$ cat src/rtl/tape_deck.sv
// Cassette tape deck: plays a RAM tape image as a pulse-width coded level and
// records such a level back into the RAM (start, 8 data LSB first, odd parity, stop bits).
module tape_deck #(
    parameter int ADDR_W      = 16,
    parameter int UNIT_CYCLES = 2083,
    parameter int STOP_BITS   = 3
) (
    input  logic              clk,
    input  logic              reset,
    input  logic              mode,
    input  logic              en,
    input  logic              rewind,
    input  logic [ADDR_W-1:0] tape_end,
    output logic [ADDR_W-1:0] tape_addr,
    input  logic [7:0]        tape_data,
    output logic              tape_wr,
    output logic [7:0]        tape_dout,
    input  logic              rec_in,
    output logic              data,
    output logic              at_end,
    output logic [ADDR_W-1:0] rec_len,
    output logic              parity_err
);

    localparam int CW = $clog2(4 * UNIT_CYCLES + 1);
    localparam logic [CW-1:0] UNIT_M1  = CW'(UNIT_CYCLES - 1);
    localparam logic [CW-1:0] UNIT2_M1 = CW'(2 * UNIT_CYCLES - 1);
    localparam logic [CW-1:0] SAT      = CW'(4 * UNIT_CYCLES);
    localparam logic [CW-1:0] SAT_M1   = CW'(4 * UNIT_CYCLES - 1);
    localparam logic [CW-1:0] THR      = CW'((3 * UNIT_CYCLES) / 2);
    localparam logic [4:0]    LAST_BIT = 5'(9 + STOP_BITS);
    localparam logic [ADDR_W-1:0] REC_MAX = '1;

    typedef enum logic [2:0] {IDLE, FETCH, LOAD, BIT_HI, BIT_LO, DONE} pstate_t;
    typedef enum logic [1:0] {R_IDLE, R_DATA, R_PAR} rstate_t;

    pstate_t           pstate_q, pstate_d;
    logic [CW-1:0]     pcnt_q, pcnt_d;
    logic [4:0]        pbit_q, pbit_d;
    logic [7:0]        pbyte_q, pbyte_d;
    logic              more_q, more_d;
    logic [ADDR_W-1:0] addr_q, addr_d;

    rstate_t           rstate_q, rstate_d;
    logic [CW-1:0]     rcnt_q, rcnt_d;
    logic [2:0]        rbits_q, rbits_d;
    logic [7:0]        rbyte_q, rbyte_d;
    logic              wr_q, wr_d;
    logic [7:0]        dout_q, dout_d;
    logic [ADDR_W-1:0] rec_len_q, rec_len_d;
    logic              perr_q, perr_d;
    logic              rec_q;
    logic              mode_q;

    logic              mode_chg;
    logic              cur_bit;
    logic [2:0]        bidx;
    logic              bit_vld, bit_val;

    assign mode_chg = (mode != mode_q);
    assign bidx     = pbit_q[2:0] - 3'd1;

    // Bit index 0 is the start bit, 1..8 data, 9 parity, the rest stop bits.
    always_comb begin
        cur_bit = 1'b1;
        if (pbit_q == 5'd0)
            cur_bit = 1'b0;
        else if (pbit_q <= 5'd8)
            cur_bit = pbyte_q[bidx];
        else if (pbit_q == 5'd9)
            cur_bit = ~^pbyte_q;
    end

    always_comb begin
        pstate_d = pstate_q;
        pcnt_d   = pcnt_q;
        pbit_d   = pbit_q;
        pbyte_d  = pbyte_q;
        more_d   = more_q;
        addr_d   = addr_q;
        if (rewind) begin
            pstate_d = IDLE;
            pcnt_d   = '0;
            pbit_d   = '0;
            more_d   = 1'b0;
            addr_d   = '0;
        end else if (mode_chg) begin
            pstate_d = IDLE;
            pcnt_d   = '0;
            pbit_d   = '0;
        end else if (en && !mode) begin
            case (pstate_q)
                IDLE:  pstate_d = FETCH;
                FETCH: pstate_d = LOAD;
                LOAD: begin
                    pbyte_d  = tape_data;
                    pbit_d   = '0;
                    pcnt_d   = '0;
                    pstate_d = BIT_HI;
                end
                BIT_HI: begin
                    if (pcnt_q == UNIT_M1) begin
                        pcnt_d   = '0;
                        pstate_d = BIT_LO;
                        // Prefetch the next byte while the last stop bit is low.
                        if (pbit_q == LAST_BIT) begin
                            more_d = (addr_q != tape_end);
                            if (addr_q != tape_end)
                                addr_d = addr_q + 1'b1;
                        end
                    end else begin
                        pcnt_d = pcnt_q + 1'b1;
                    end
                end
                BIT_LO: begin
                    if (pcnt_q == (cur_bit ? UNIT_M1 : UNIT2_M1)) begin
                        pcnt_d = '0;
                        if (pbit_q != LAST_BIT) begin
                            pbit_d   = pbit_q + 1'b1;
                            pstate_d = BIT_HI;
                        end else if (more_q) begin
                            pbyte_d  = tape_data;
                            pbit_d   = '0;
                            pstate_d = BIT_HI;
                        end else begin
                            pstate_d = DONE;
                        end
                    end else begin
                        pcnt_d = pcnt_q + 1'b1;
                    end
                end
                DONE:    pstate_d = DONE;
                default: pstate_d = IDLE;
            endcase
        end
    end

    always_comb begin
        rstate_d  = rstate_q;
        rcnt_d    = rcnt_q;
        rbits_d   = rbits_q;
        rbyte_d   = rbyte_q;
        wr_d      = 1'b0;
        dout_d    = dout_q;
        perr_d    = perr_q;
        rec_len_d = rec_len_q + ADDR_W'(wr_q);
        bit_vld   = 1'b0;
        bit_val   = 1'b0;
        if (rewind) begin
            rstate_d = R_IDLE;
            rcnt_d   = '0;
            rbits_d  = '0;
            if (mode) begin
                rec_len_d = '0;
                perr_d    = 1'b0;
            end
        end else if (mode_chg) begin
            rstate_d = R_IDLE;
            rcnt_d   = '0;
        end else if (en && mode) begin
            if (rec_q && !rec_in) begin
                rcnt_d = CW'(1);
            end else if (!rec_in) begin
                // A saturated low is a dropout, never a data bit.
                if (rcnt_q != '0 && rcnt_q != SAT) begin
                    rcnt_d = rcnt_q + 1'b1;
                    if (rcnt_q == SAT_M1)
                        rstate_d = R_IDLE;
                end
            end else if (!rec_q) begin
                rcnt_d = '0;
                if (rcnt_q != '0 && rcnt_q != SAT) begin
                    bit_vld = 1'b1;
                    bit_val = (rcnt_q < THR);
                end
            end
            if (bit_vld) begin
                case (rstate_q)
                    R_IDLE: begin
                        if (!bit_val) begin
                            rstate_d = R_DATA;
                            rbits_d  = '0;
                        end
                    end
                    R_DATA: begin
                        rbyte_d = {bit_val, rbyte_q[7:1]};
                        rbits_d = rbits_q + 1'b1;
                        if (rbits_q == 3'd7)
                            rstate_d = R_PAR;
                    end
                    R_PAR: begin
                        rstate_d = R_IDLE;
                        if (!(^{rbyte_q, bit_val}))
                            perr_d = 1'b1;
                        if (rec_len_q != REC_MAX) begin
                            wr_d   = 1'b1;
                            dout_d = rbyte_q;
                        end
                    end
                    default: rstate_d = R_IDLE;
                endcase
            end
        end
    end

    always_ff @(posedge clk) begin
        if (reset) begin
            pstate_q  <= IDLE;
            pcnt_q    <= '0;
            pbit_q    <= '0;
            pbyte_q   <= '0;
            more_q    <= 1'b0;
            addr_q    <= '0;
            rstate_q  <= R_IDLE;
            rcnt_q    <= '0;
            rbits_q   <= '0;
            rbyte_q   <= '0;
            wr_q      <= 1'b0;
            dout_q    <= '0;
            rec_len_q <= '0;
            perr_q    <= 1'b0;
            rec_q     <= 1'b1;
            mode_q    <= 1'b0;
        end else begin
            pstate_q  <= pstate_d;
            pcnt_q    <= pcnt_d;
            pbit_q    <= pbit_d;
            pbyte_q   <= pbyte_d;
            more_q    <= more_d;
            addr_q    <= addr_d;
            rstate_q  <= rstate_d;
            rcnt_q    <= rcnt_d;
            rbits_q   <= rbits_d;
            rbyte_q   <= rbyte_d;
            wr_q      <= wr_d;
            dout_q    <= dout_d;
            rec_len_q <= rec_len_d;
            perr_q    <= perr_d;
            rec_q     <= rec_in;
            mode_q    <= mode;
        end
    end

    assign tape_addr  = mode ? rec_len_q : addr_q;
    assign tape_wr    = wr_q & ~rewind;
    assign tape_dout  = dout_q;
    assign rec_len    = rec_len_q;
    assign parity_err = perr_q;
    assign data       = (pstate_q != BIT_LO);
    assign at_end     = (pstate_q == DONE);

endmodule

$ cat config.mk
export PLATFORM = sky130hd
export DESIGN_NAME = tape_deck
export DESIGN_NICKNAME = d
export VERILOG_FILES = /design/src/rtl/tape_deck.sv
export SDC_FILE = /design/constraint.sdc
export NUM_CORES = 1
export LEC_CHECK = 0
export BUFFER_PORTS_ARGS = -buffer_cell sky130_fd_sc_hd__buf_2
export CORE_ASPECT_RATIO = 0.75
export CORE_MARGIN = 2
export CORE_UTILIZATION = 36
export CTS_CLUSTER_DIAMETER = 60
export DETAILED_ROUTE_END_ITERATION = 16
export PLACE_DENSITY_LB_ADDON = 0.05
export REMOVE_ABC_BUFFERS = 1
export SYNTH_ARGS = -nofsm -noshare
export SYNTH_HDL_FRONTEND = slang
export SYNTH_SLANG_ARGS = --single-unit
$ cat constraint.sdc
create_clock -name clk -period 3.3 [get_ports clk]
set_input_delay 0.495 -clock clk [delete_from_list [all_inputs] [get_ports clk]]
set_output_delay 0.495 -clock clk [all_outputs]
set_load 0.01 [all_outputs]
# Word level (Yosys, flattened, before mapping)
# Index checks and enable logic that the tools add are counted.
# Widths: inputs -> output; s select.
# word_totals
ff_bits,102
input_bits,30
output_inout_bits,44
elab_cells,155
# op_classes
n_addsub,7
order_cmp,3
eq_ne,29
muxes,61
bitwise_logic,6
reduce_logical,33
# op_table
cell,n
$mux 14,6
$mux 16,3
$pmux 14 s3,1
$add 14x1->14 const B,2
$mux 1,26
$mux 8,3
$pmux 3 s6,1
$reduce_and 6->1,3
$add 16x1->16,1
$add 16x1->16 const B,1
$ne 16x16->1,1
$ne 16x16->1 const B,1
$ne 2x2->1 const B,8
$pmux 8 s2,1
$mux 3,5
$mux 5,3
$reduce_and 5->1,3
$eq 14x12->1 const B,1
$eq 14x13->1,1
$eq 14x14->1 const B,1
$lt 14x12->1 const B,1
$mux 2,7
$ne 14x14->1 const B,1
$reduce_bool 14->1,1
other kinds (38),57

# Longest topological paths before layout
# logic_depth
word_depth,16
depth_mapped,10
mapped_depth_nobuf,9

# Worst setup path before layout
# Ideal clock, no wire load.
# synth_path
path_kind,flip-flop to flip-flop
from,reg pbit_q[0]
to,reg pbit_q[2]
setup_time_ps,122
t_arrival_ps,2741
required_time_ps,3178
path_slack_ps,437
stages_incl_launch_ff,11
n_path_buf,1
period_less_slack_ps,2863
cell_sequence,dfxtp_1 > inv_1 > ha_1 > mux4_1 > mux2_2 > a211oi_4 > a211oi_4 > mux2i_2 > buf_4 > nor4_1 > a311o_1
# synth_between
elab_chain_len,9
word_cells_on_any_way,19
cone_classes,add/sub (2); order compare (1); eq/ne (5); mux (9); reduce/logical (2)
# synth_lines
item,line,source
"start, declared",39,"logic [4:0] pbit_q, pbit_d;"
"start signal, assigned",227,pbit_q <= pbit_d;
$sub 3x1->3,61,assign bidx = pbit_q[2:0] - 3'd1;
$bmux 1 s3,69,cur_bit = pbyte_q[bidx];
$mux 1 (not written as such),69,
$mux 1,68,else if (pbit_q <= 5'd8)
$mux 1,66,if (pbit_q == 5'd0)
$mux 13,116,if (pcnt_q == (cur_bit ? UNIT_M1 : UNIT2_M1)) begin
$eq 14x13->1,116,
$ne 2x2->1 (no line),-,
$reduce_and 4->1 (no line),-,
# Several ways; a longest one is shown, not always the timed one. The select of a mux whose other input is x is not followed.
# A chain may end at the register's enable or synchronous reset.

# Worst setup path after layout
# layout_path
from,reg pbit_q[1]
to,reg pbit_q[2]
# Same word-level chain as after synthesis.

==> impl_metrics.py <==
metrics = {
    "floorplanning": {
        "die_w_um": 148,
        "core-area_um2": 15300,
        "rows": 39,
        "ios": 74,
        "start_util_pct": 36.8,
        "fp.dieH_um": 112,
        "dieArea_um2": 16600,
    },
    "cts": {
        "clkTransAtPathRegs_ns": 0.07,
        "cts_tree": "yes",
        "clock_sinks": 102,
        "cts_buffer_depth": 2,
        "ctsResizeCount": 0,
        "cts_setup_buffers": 0,
        "root_buffer": "clkbuf_16",
        "h-tree-depth": 3,
        "holdBufCountCts": 0,
        "clk_latency_ns": 0.35,
        "cts_buffers": 9,
    },
    "timing": {
        "post-route-period-util_pct": 90.6,
        "worstMarginPinSlew_ns": 0.572,
        "maxSlewHeadroom_pct": 61.9,
        "timing.final.ws_setup_ns": 0.309,
        "whs_ns": 0.402,
        "grt_setup_unrepaired": "no",
        "fmax_ghz": 0.334,
        "timing.final.hold_violations": 0,
        "skew_ns": 0.0106,
        "post-route-min-period_ns": 2.99,
        "tns_ns": 0,
        "final_max_slew_viol_count": 0,
        "setup_viol": 0,
    },
    "pwr": {
        "p_leak_nw": 2.44,
        "p_per_area_nw_per_um2": 363,
        "ir_drop_mv": 0.265,
    },
    "synth": {
        "synth_flop_cell": "dfxtp_1",
        "synthArstFlopShare_pct": 0,
        "yosysTopAreaCellShare_pct": 36.3,
        "synthesis.area_um2": 5620,
        "synth_seq_cells": 102,
        "ys_warn_count": 0,
        "synth_area_leaders": "dfxtp_1 36%, nor2_1 5.5%, xor2_1 5.0%",
        "synth-edff-count": 0,
        "synthDistinctLibCells": 68,
        "synth_most_common_cell": "dfxtp_1",
        "yosys-top-cells-count": "102 x dfxtp_1, 83 x nor2_1, 45 x nand2_1, 34 x nand3_1, 32 x xor2_1",
        "seq_area_frac_synth_pct": 36.3,
        "syn_inst": 646,
        "netlist.top_cell.by_area": "dfxtp_1",
        "avgSynthCellArea_um2": 8.70,
    },
    "setup_path": {
        "endpoint_kind": "register",
        "startpoint": "pbit_q[1]$_SDFFE_PP0P_",
        "critPathArrivalTime_ns": 3.23,
        "worstReg2RegStart": "pbit_q[1]$_SDFFE_PP0P_",
        "r2r-end": "pbit_q[2]$_SDFFE_PP0P_",
        "r2r_slack_ns": 0.31,
        "cp.required_ns": 3.54,
        "path_max_fanout": 10,
        "path_class": "reg -> reg",
        "rr_worst_depth": 10,
        "worstSetupStartpointType": "register",
    },
    "worst_hold_path": {
        "hold_depth": 3,
        "min_from": "tape_data[7]",
        "min_delay_worst_endpoint": "pbyte_q[7]$_SDFFE_PP0P_",
        "min_path_type": "in -> reg",
    },
    "routing": {
        "wire_per_inst_um": 14.7,
        "ant_nets": 0,
        "vias": 4746,
        "first_pass_iters": 4,
        "vias_per_cell": 5.13,
        "drt_wl_total_mm": 13.6,
        "drc_errors": 0,
        "drt_iter0_markers": 242,
    },
    "grt": {
        "grt_antenna_before_repair": 0,
        "grt_pass1_vias": 4341,
        "grt_pass1_wl_mm": 22.0,
        "gr-usage-all-layers_pct": 16.3,
        "grt.overflow.total": 0,
        "grt_max_degree": 39,
    },
    "place": {
        "post_dp_cell_area_um2": 6210,
        "dp_hpwl_mm": 10.1,
        "dp_slack_ns": 0.308,
        "io_buffer_count": 73,
        "globalplace.congestion": 0.801,
    },
    "final_layout": {
        "num-nets-final": 759,
        "synthToLayoutAreaGrowth_pct": 15.4,
        "drive_gt1_share_pct": 18.4,
        "utilization_pct": 42.5,
        "fillers": 1534,
        "fin_area_um2": 6490,
        "diodes": 0,
    },
    "flow_run": {
        "cap_violations": 0,
    },
    "status": {
        "status": "finished, final reports clean",
    },
}
==> cell usage in the layout, fill, tap and decap left out, drive strengths merged, types with 12 or more instances in the layout <==
master	Yosys	routed
buf	8	82
nor2b	12	12
inv	17	18
nor2	83	83
xor2	32	32
nand2	46	46
xnor2	31	31
nor3	16	16
dfxtp	102	102
nand2b	24	24
or3	14	14
mux2i	29	29
ha	13	13
nor4	13	13
mux2	16	16
o21ai	18	18
nand3	34	34
clkbuf	15	12
nand4	15	15
a21oi	23	23
==> worst max-delay path, stage by stage, from the launching register on <==
cell and delay [ns]:
dfxtp_1 0.38, inv_1 0.09, ha_1 0.33, mux4_1 0.54, mux2_2 0.31, a211oi_4 0.25
a211oi_4 0.08, mux2i_2 0.28, buf_4 0.22, nor4_1 0.06, a311o_1 0.32
==> cell type report <==
class / count / area, µm² / area share [%]
Clock inverter: 4 / 31.3 / 0.482
Inverter: 17 / 63.8 / 0.984
Sequential cell: 102 / 2040 / 31.5
Clock buffer: 12 / 246 / 3.80
Multi-Input combinational cell: 504 / 3410 / 52.6
Timing Repair Buffer: 82 / 433 / 6.67
Tap cell: 205 / 256 / 3.95
==> routing by layer <==
| layer | wire length (µm) | vias up | part of all wire [%] | track usage (%) |
|---|---|---|---|---|
| met5 | 0 | - | 0 | 0 |
| met4 | 146 | 0 | 1.1 | 3.75 |
| met3 | 625 | 11 | 4.6 | 3.98 |
| met2 | 5650 | 90 | 42 | 24.3 |
| met1 | 7150 | 2221 | 53 | 23.7 |
| li1 | - | 2424 | - | - |
==> report_power, final <==
| group | switching [W] | internal, W | total [W] |
|---|---|---|---|
| combinational | 0.0000631 | 0.0000389 | 0.000102 |
| sequential | 0.00000292 | 0.00123 | 0.00124 |
| clock | 0.000481 | 0.000538 | 0.00102 |
==> cell families after synthesis <==
kind of cell             after synthesis  synth area share, %
XOR/XNOR                              63                 9.81
AO/OA/AOI/OAI                         83                 10.7
AND/OR/NAND/NOR                      298                 27.7
multiplexers                          47                 9.52
buffers and inverters                 40                 2.98
flip-flops                           102                 36.3
adder cells (fa/ha/maj)               13                 2.89
==> how the worst max path moves through the flow <==
| stage | endpoint | slack [ns] | depth (start not counted) |
|---|---|---|---|
| after global routing | pbit_q[2]$_SDFFE_PP0P_ | 0.13 | 10 |
| after CTS | pbit_q[2]$_SDFFE_PP0P_ | 0.28 | 10 |
| after detailed placement | pbit_q[2]$_SDFFE_PP0P_ | 0.31 | 10 |
| after floorplan | pbyte_q[0]$_SDFFE_PP0P_ | 0.24 | 9 |
| final | pbit_q[2]$_SDFFE_PP0P_ | 0.31 | 10 |
| after global placement | pbit_q[2]$_SDFFE_PP0P_ | 0.41 | 10 |
==> registers in the layout (all words and copies together), names as in the netlist, 5 cells and up <==
signal,flops
rcnt_q,14
pbyte_q,8
tape_dout,8
pcnt_q,14
rec_len,16
addr_q,16
pbit_q,5
rbyte_q,8
==> through the flow <==
stage	cells	total power, W
floorplan	623	0.00131
global placement	910	0.00137
detailed placement	910	0.00137
CTS	926	0.00240
global route	926	0.00245
finish	926	0.00236
Power figures use the tool's default switching activity.
